`config.mk`:
```
export PLATFORM = sky130hd
export DESIGN_NAME = noc_demux_1ton_reg
export DESIGN_NICKNAME = d
export VERILOG_FILES = /design/src/rtl/noc_pkg.sv /design/src/rtl/noc_out_slot.sv /design/src/rtl/noc_demux_1ton_reg.sv
export SDC_FILE = /design/constraint.sdc
export NUM_CORES = 1
export LEC_CHECK = 0
export ABC_AREA = 1
export BUFFER_PORTS_ARGS = -buffer_cell sky130_fd_sc_hd__buf_2
export CORE_UTILIZATION = 47
export CTS_CLUSTER_DIAMETER = 120
export CTS_CLUSTER_SIZE = 16
export DETAILED_ROUTE_END_ITERATION = 6
export PLACE_DENSITY = 0.74
export SYNTH_ARGS = -nofsm -noshare
export SYNTH_HDL_FRONTEND = slang
export SYNTH_SLANG_ARGS = --single-unit
```
`constraint.sdc`:
```
create_clock -name clk_i -period 1.35 [get_ports clk_i]
set_input_delay 0.3375 -clock clk_i [delete_from_list [all_inputs] [get_ports clk_i]]
set_output_delay 0.3375 -clock clk_i [all_outputs]
set_load 0.01 [all_outputs]
```
`src/rtl/noc_pkg.sv`:
```
// Shared NoC definitions: default flit width, router direction indices and
// the per-slot holding-register state encoding.
package noc_pkg;

    localparam int NOC_DATA_W = 16;
    localparam int NUM_DIRS   = 5;

    typedef enum logic [2:0] {
        PORT_N = 3'd0,
        PORT_S = 3'd1,
        PORT_W = 3'd2,
        PORT_E = 3'd3,
        PORT_L = 3'd4
    } port_e;

    typedef enum logic {
        SLOT_EMPTY = 1'b0,
        SLOT_FULL  = 1'b1
    } slot_state_e;

endpackage

```
`src/rtl/noc_out_slot.sv`:
```
// One-flit output holding register with valid/ready handshake.
// state      | meaning
// SLOT_EMPTY | no flit held, valid_o=0, data_o keeps last flit
// SLOT_FULL  | flit held and presented until ready_i is seen
module noc_out_slot
    import noc_pkg::*;
#(
    parameter int DATA_W = NOC_DATA_W
) (
    input  logic              clk_i,
    input  logic              rst_ni,
    input  logic              load_i,
    input  logic [DATA_W-1:0] data_i,
    input  logic              ready_i,
    output logic              ready_o,
    output logic              valid_o,
    output logic [DATA_W-1:0] data_o
);

    slot_state_e       r_state;
    slot_state_e       w_state_nxt;
    logic [DATA_W-1:0] r_data;

    always_ff @(posedge clk_i) begin
        if (!rst_ni) begin
            r_state <= SLOT_EMPTY;
            r_data  <= '0;
        end else begin
            r_state <= w_state_nxt;
            if (load_i) begin
                r_data <= data_i;
            end
        end
    end

    // Drain and reload in the same cycle keeps the slot FULL with the new flit.
    always_comb begin
        w_state_nxt = r_state;
        case (r_state)
            SLOT_EMPTY: if (load_i) w_state_nxt = SLOT_FULL;
            SLOT_FULL:  if (!load_i && ready_i) w_state_nxt = SLOT_EMPTY;
            default:    w_state_nxt = SLOT_EMPTY;
        endcase
    end

    assign ready_o = (r_state == SLOT_EMPTY) || ready_i;
    assign valid_o = (r_state == SLOT_FULL);
    assign data_o  = r_data;

endmodule

```
`src/rtl/noc_demux_1ton_reg.sv`:
```
// Registered 1-to-N flit demux with per-port holding slots and a saturating
// drop counter. Optional macro NOC_DEMUX_STATS_EN adds a delivered-flit counter.
module noc_demux_1ton_reg
    import noc_pkg::*;
#(
    parameter  int DATA_W     = NOC_DATA_W,
    parameter  int NUM_PORTS  = NUM_DIRS,
    parameter  int DROP_CNT_W = 8,
    localparam int SEL_W      = $clog2(NUM_PORTS)
) (
    input  logic                        clk_i,
    input  logic                        rst_ni,
    input  logic [DATA_W-1:0]           data_i,
    input  logic [SEL_W-1:0]            sel_i,
    input  logic                        valid_i,
    output logic                        ready_o,
    output logic [NUM_PORTS*DATA_W-1:0] data_o,
    output logic [NUM_PORTS-1:0]        valid_o,
    input  logic [NUM_PORTS-1:0]        ready_i,
    output logic                        drop_o,
`ifdef NOC_DEMUX_STATS_EN
    output logic [15:0]                 fwd_cnt_o,
`endif
    output logic [DROP_CNT_W-1:0]       drop_cnt_o
);

    logic [NUM_PORTS-1:0]  w_slot_ready;
    logic [NUM_PORTS-1:0]  w_load;
    logic                  w_in_range;
    logic                  w_ready;
    logic                  w_drop;
    logic                  r_drop;
    logic [DROP_CNT_W-1:0] r_drop_cnt;

    assign w_in_range = ({1'b0, sel_i} < (SEL_W+1)'(NUM_PORTS));

    // Out-of-range selects match no slot, so ready defaults to 1 for them.
    always_comb begin
        w_ready = 1'b1;
        w_load  = '0;
        for (int p = 0; p < NUM_PORTS; p++) begin
            if (sel_i == SEL_W'(p)) begin
                w_ready = w_slot_ready[p];
            end
        end
        for (int p = 0; p < NUM_PORTS; p++) begin
            w_load[p] = valid_i && w_ready && (sel_i == SEL_W'(p));
        end
    end

    assign ready_o = w_ready;
    assign w_drop  = valid_i && !w_in_range;

    for (genvar g = 0; g < NUM_PORTS; g++) begin : g_slot
        noc_out_slot #(
            .DATA_W (DATA_W)
        ) u_slot (
            .clk_i   (clk_i),
            .rst_ni  (rst_ni),
            .load_i  (w_load[g]),
            .data_i  (data_i),
            .ready_i (ready_i[g]),
            .ready_o (w_slot_ready[g]),
            .valid_o (valid_o[g]),
            .data_o  (data_o[g*DATA_W +: DATA_W])
        );
    end

    always_ff @(posedge clk_i) begin
        if (!rst_ni) begin
            r_drop     <= 1'b0;
            r_drop_cnt <= '0;
        end else begin
            r_drop <= w_drop;
            if (w_drop && (r_drop_cnt != {DROP_CNT_W{1'b1}})) begin
                r_drop_cnt <= r_drop_cnt + 1'b1;
            end
        end
    end

    assign drop_o     = r_drop;
    assign drop_cnt_o = r_drop_cnt;

`ifdef NOC_DEMUX_STATS_EN
    logic [15:0] w_fwd_inc;
    logic [15:0] r_fwd_cnt;

    always_comb begin
        w_fwd_inc = '0;
        for (int p = 0; p < NUM_PORTS; p++) begin
            w_fwd_inc = w_fwd_inc + 16'(valid_o[p] & ready_i[p]);
        end
    end

    always_ff @(posedge clk_i) begin
        if (!rst_ni) begin
            r_fwd_cnt <= '0;
        end else begin
            r_fwd_cnt <= r_fwd_cnt + w_fwd_inc;
        end
    end

    assign fwd_cnt_o = r_fwd_cnt;
`endif

endmodule

```
==> results.cfg <==
[timing]
timing.final.hold_violations = 0
fmax_mhz = 606
setup_slack_ns = -0.301
maxSlewViolCount = 0
rsz0062_at_grt = true
setup_viol = 87
worst_slew_pin_slew_ns = 0.317
whs_ns = 0.255
fin_worst_skew_ns = 0.0143
max_slew_margin = 0.789
min_period_ns = 1.65
finalCritPeriodShare = 1.22

[status]
status = finished, violations left
violations = design-rule violations, negative setup slack

[pwr]
p_int_mw = 4.04
p_sw_frac = 0.278
pwr-share-clk = 0.351
pwr-share-seq = 0.521
p_leak_nw = 3.22
power.density_nw_per_um2 = 972
p_sw_mw = 1.56
vdd_ir_drop_max_mv = 0.534
combPwrFrac = 0.128

[die]
die_area_um2 = 9350
fp.dieH_um = 96.7
fp-row-count = 34
ios = 122
core_area_um2 = 8720
fp.dieW_um = 96.7
start_util = 0.483

[worst_setup_path]
cp.required_ns = 1.01
critPathLaunchType = register
crit_path_end_kind = output pin
arrival_ns = 1.31
critical_path_class = register to output pin
crit_path_max_fanout = 2

[global_routing]
grt_pass1_wl_mm = 17.1
grt_max_degree = 37
grt_antenna_before_repair = 0
grt_pass1_vias = 3589
grt_usage = 0.225
overflow = 0

[placement]
place_congestion = 0.871
port_buffers = 121
hpwl_mm = 7.35
placed_cell_area_um2 = 5010
dp.cells = 847

[detailed_routing]
ant_nets = 0
drc = 1
viasPerCell = 4.61
drt_pre_antenna_iters = 7
wire_per_inst_um = 13.0
first_iter_violations = 112
wl_mm = 11.4
vias = 4039

[clock_network]
clk_path_buf_depth = 2
numCtsBuffers = 9
cts_tree = built
clk_pin_slew_ns = 0.10
htreeDepth = 3
postCtsHoldBufs = 0
clk-insertion-delay-late_ns = 0.36
root_buffer = clkbuf_8
clkSinkCount = 94

[synthesis]
synth_area_um2 = 4210
synth-seq-cells = 94
synth_top_area_frac = 0.447
synth_most_common_cell = nand2_1
yosys-top-cells-area = dfxtp_1 45%, nand2_1 16%, nor2_1 15%, inv_1 8.8%, buf_6 2.9%
ys_warn_count = 0
syn_nets = 646
seq_area_frac_synth = 0.447
synth_cell_types = 29
synth_ff_type = dfxtp_1
synth_common_cells = 177 x nand2_1, 170 x nor2_1, 99 x inv_1
yosys.area.top_type = dfxtp_1
syn_inst = 618
synth_edf_count = 0
avgSynthCellArea_um2 = 6.82
async_reset_ff_frac = 0

[finish]
layout-drive-gt1-share = 0.371
final_net_count = 792
num_antenna_cells = 0
final_area_um2 = 5760
syn_to_final_growth_pct = 36.7
instances_no_fill = 877

[run]
cap_viol_max_count = 0

[hold_path]
hp-class = primary input to register
-- power by group through the flow --
stage	Sequential (mW)	Clock [mW]	Combinational (mW)
2_1_floorplan	3.02	0	0.304
3_3_place_gp	2.98	0	0.595
3_5_place_dp	2.98	0	0.613
4_1_cts	2.92	1.97	0.650
5_1_grt	2.93	2.13	0.785
6_report	2.92	1.96	0.716
-- cells by family (layout without fill, tap and decap cells) --
| family | Yosys count | in the layout | share of synthesized area |
|---|---|---|---|
| buffers and inverters | 135 | 286 | 0.156 |
| flip-flops | 94 | 94 | 0.447 |
| AO/OA/AOI/OAI | 16 | 16 | 0.0190 |
| XOR/XNOR | 1 | 1 | 0.00208 |
| AND/OR/NAND/NOR | 371 | 371 | 0.373 |
| adder cells (fa/ha/maj) | 1 | 1 | 0.00297 |
-- layout make-up --
type / instances / area, um^2
repair buffers: 165 / 1150
clock inverters: 7 / 80.1
inverters: 105 / 407
multi-input cells: 389 / 1970
fillers: 728 / 2960
flip-flops and latches: 94 / 1890
clock buffers: 9 / 124
well taps: 108 / 135
-- critical path: stages, from the launching register on --
cell     delay (ns)
dfxtp_2        0.34
inv_2          0.06
nor2_2         0.05
nand3_2        0.09
nand3_4        0.08
nor3b_2        0.18
buf_2          0.16
-- per-layer routing --
| layer | share of wire | track usage | wire length [um] | vias to the layer above |
|---|---|---|---|---|
| li1 | - | - | - | 2072 |
| met1 | 0.42 | 0.290 | 4760 | 1854 |
| met2 | 0.52 | 0.382 | 5880 | 102 |
| met3 | 0.054 | 0.0412 | 616 | 11 |
| met4 | 0.011 | 0.0723 | 123 | 0 |
| met5 | 0 | 0 | 0 | - |
-- path summary, 6_finish.rpt --
check	from	to	slack, ns	depth (start not counted)
setup reg to reg	g_slot[2].u_slot.valid_o$_SDFF_PN0_	g_slot[4].u_slot.data_o[5]$_SDFFE_PN0P_	-0.27	11
hold / removal	ready_i[1]	g_slot[1].u_slot.valid_o$_SDFF_PN0_	0.25	4
hold reg to reg	drop_cnt_o[4]$_SDFFE_PN0P_	drop_cnt_o[4]$_SDFFE_PN0P_	0.47	2
setup / recovery	g_slot[2].u_slot.valid_o$_SDFF_PN0_	ready_o	-0.30	6
-- cells in the final DEF (no fill, tap or decap), types with 2 or more instances in the layout --
cell type | synthesis | routed
dfxtp_2 | 0 | 7
a21oi_2 | 0 | 5
nand2_1 | 177 | 149
nand4_4 | 5 | 5
buf_6 | 11 | 9
buf_4 | 7 | 24
clkinv_2 | 0 | 2
inv_6 | 0 | 3
nand3_2 | 2 | 5
clkbuf_16 | 0 | 5
inv_1 | 99 | 96
dfxtp_1 | 94 | 86
o21ai_2 | 0 | 3
nor3_2 | 3 | 2
buf_12 | 0 | 6
clkbuf_8 | 3 | 9
nand2_4 | 0 | 9
nor2_1 | 170 | 140
nor2_2 | 1 | 24
nor2_4 | 1 | 8
buf_2 | 8 | 120
o21ai_1 | 3 | 2
a21oi_1 | 11 | 6
inv_8 | 0 | 2
inv_2 | 4 | 6
nor3_1 | 2 | 2
nand2_2 | 2 | 21
-- stage by stage --
| stage | utilization | TNS (ns) | total power, mW | setup slack (ns) |
|---|---|---|---|---|
| after floorplan | - | 0 | 3.33 | 0.00585 |
| after CTS | 0.623 | -13.70 | 5.54 | -0.258 |
| final | 0.661 | -16.94 | 5.60 | -0.301 |
| after global routing | 0.661 | -24.19 | 5.84 | -0.371 |
| after global placement | 0.575 | -17.25 | 3.57 | -0.220 |
| after detailed placement | 0.575 | -21.75 | 3.59 | -0.281 |
-- sequential cells by signal, summed over array words and instances, names as in the netlist --
register / cells
g_slot.u_slot.valid_o: 5
drop_o: 1
drop_cnt_o: 8
g_slot.u_slot.data_o: 80
-- repair_timing --
item                                    CTS  global route
endpoints found under the hold margin     0             0
endpoints found under the setup margin   89            97
buffers inserted                          6             4
resized for setup                        39            75
pin swaps                                10            20
cloned                                    2             5
Power figures use the tool's default switching activity.
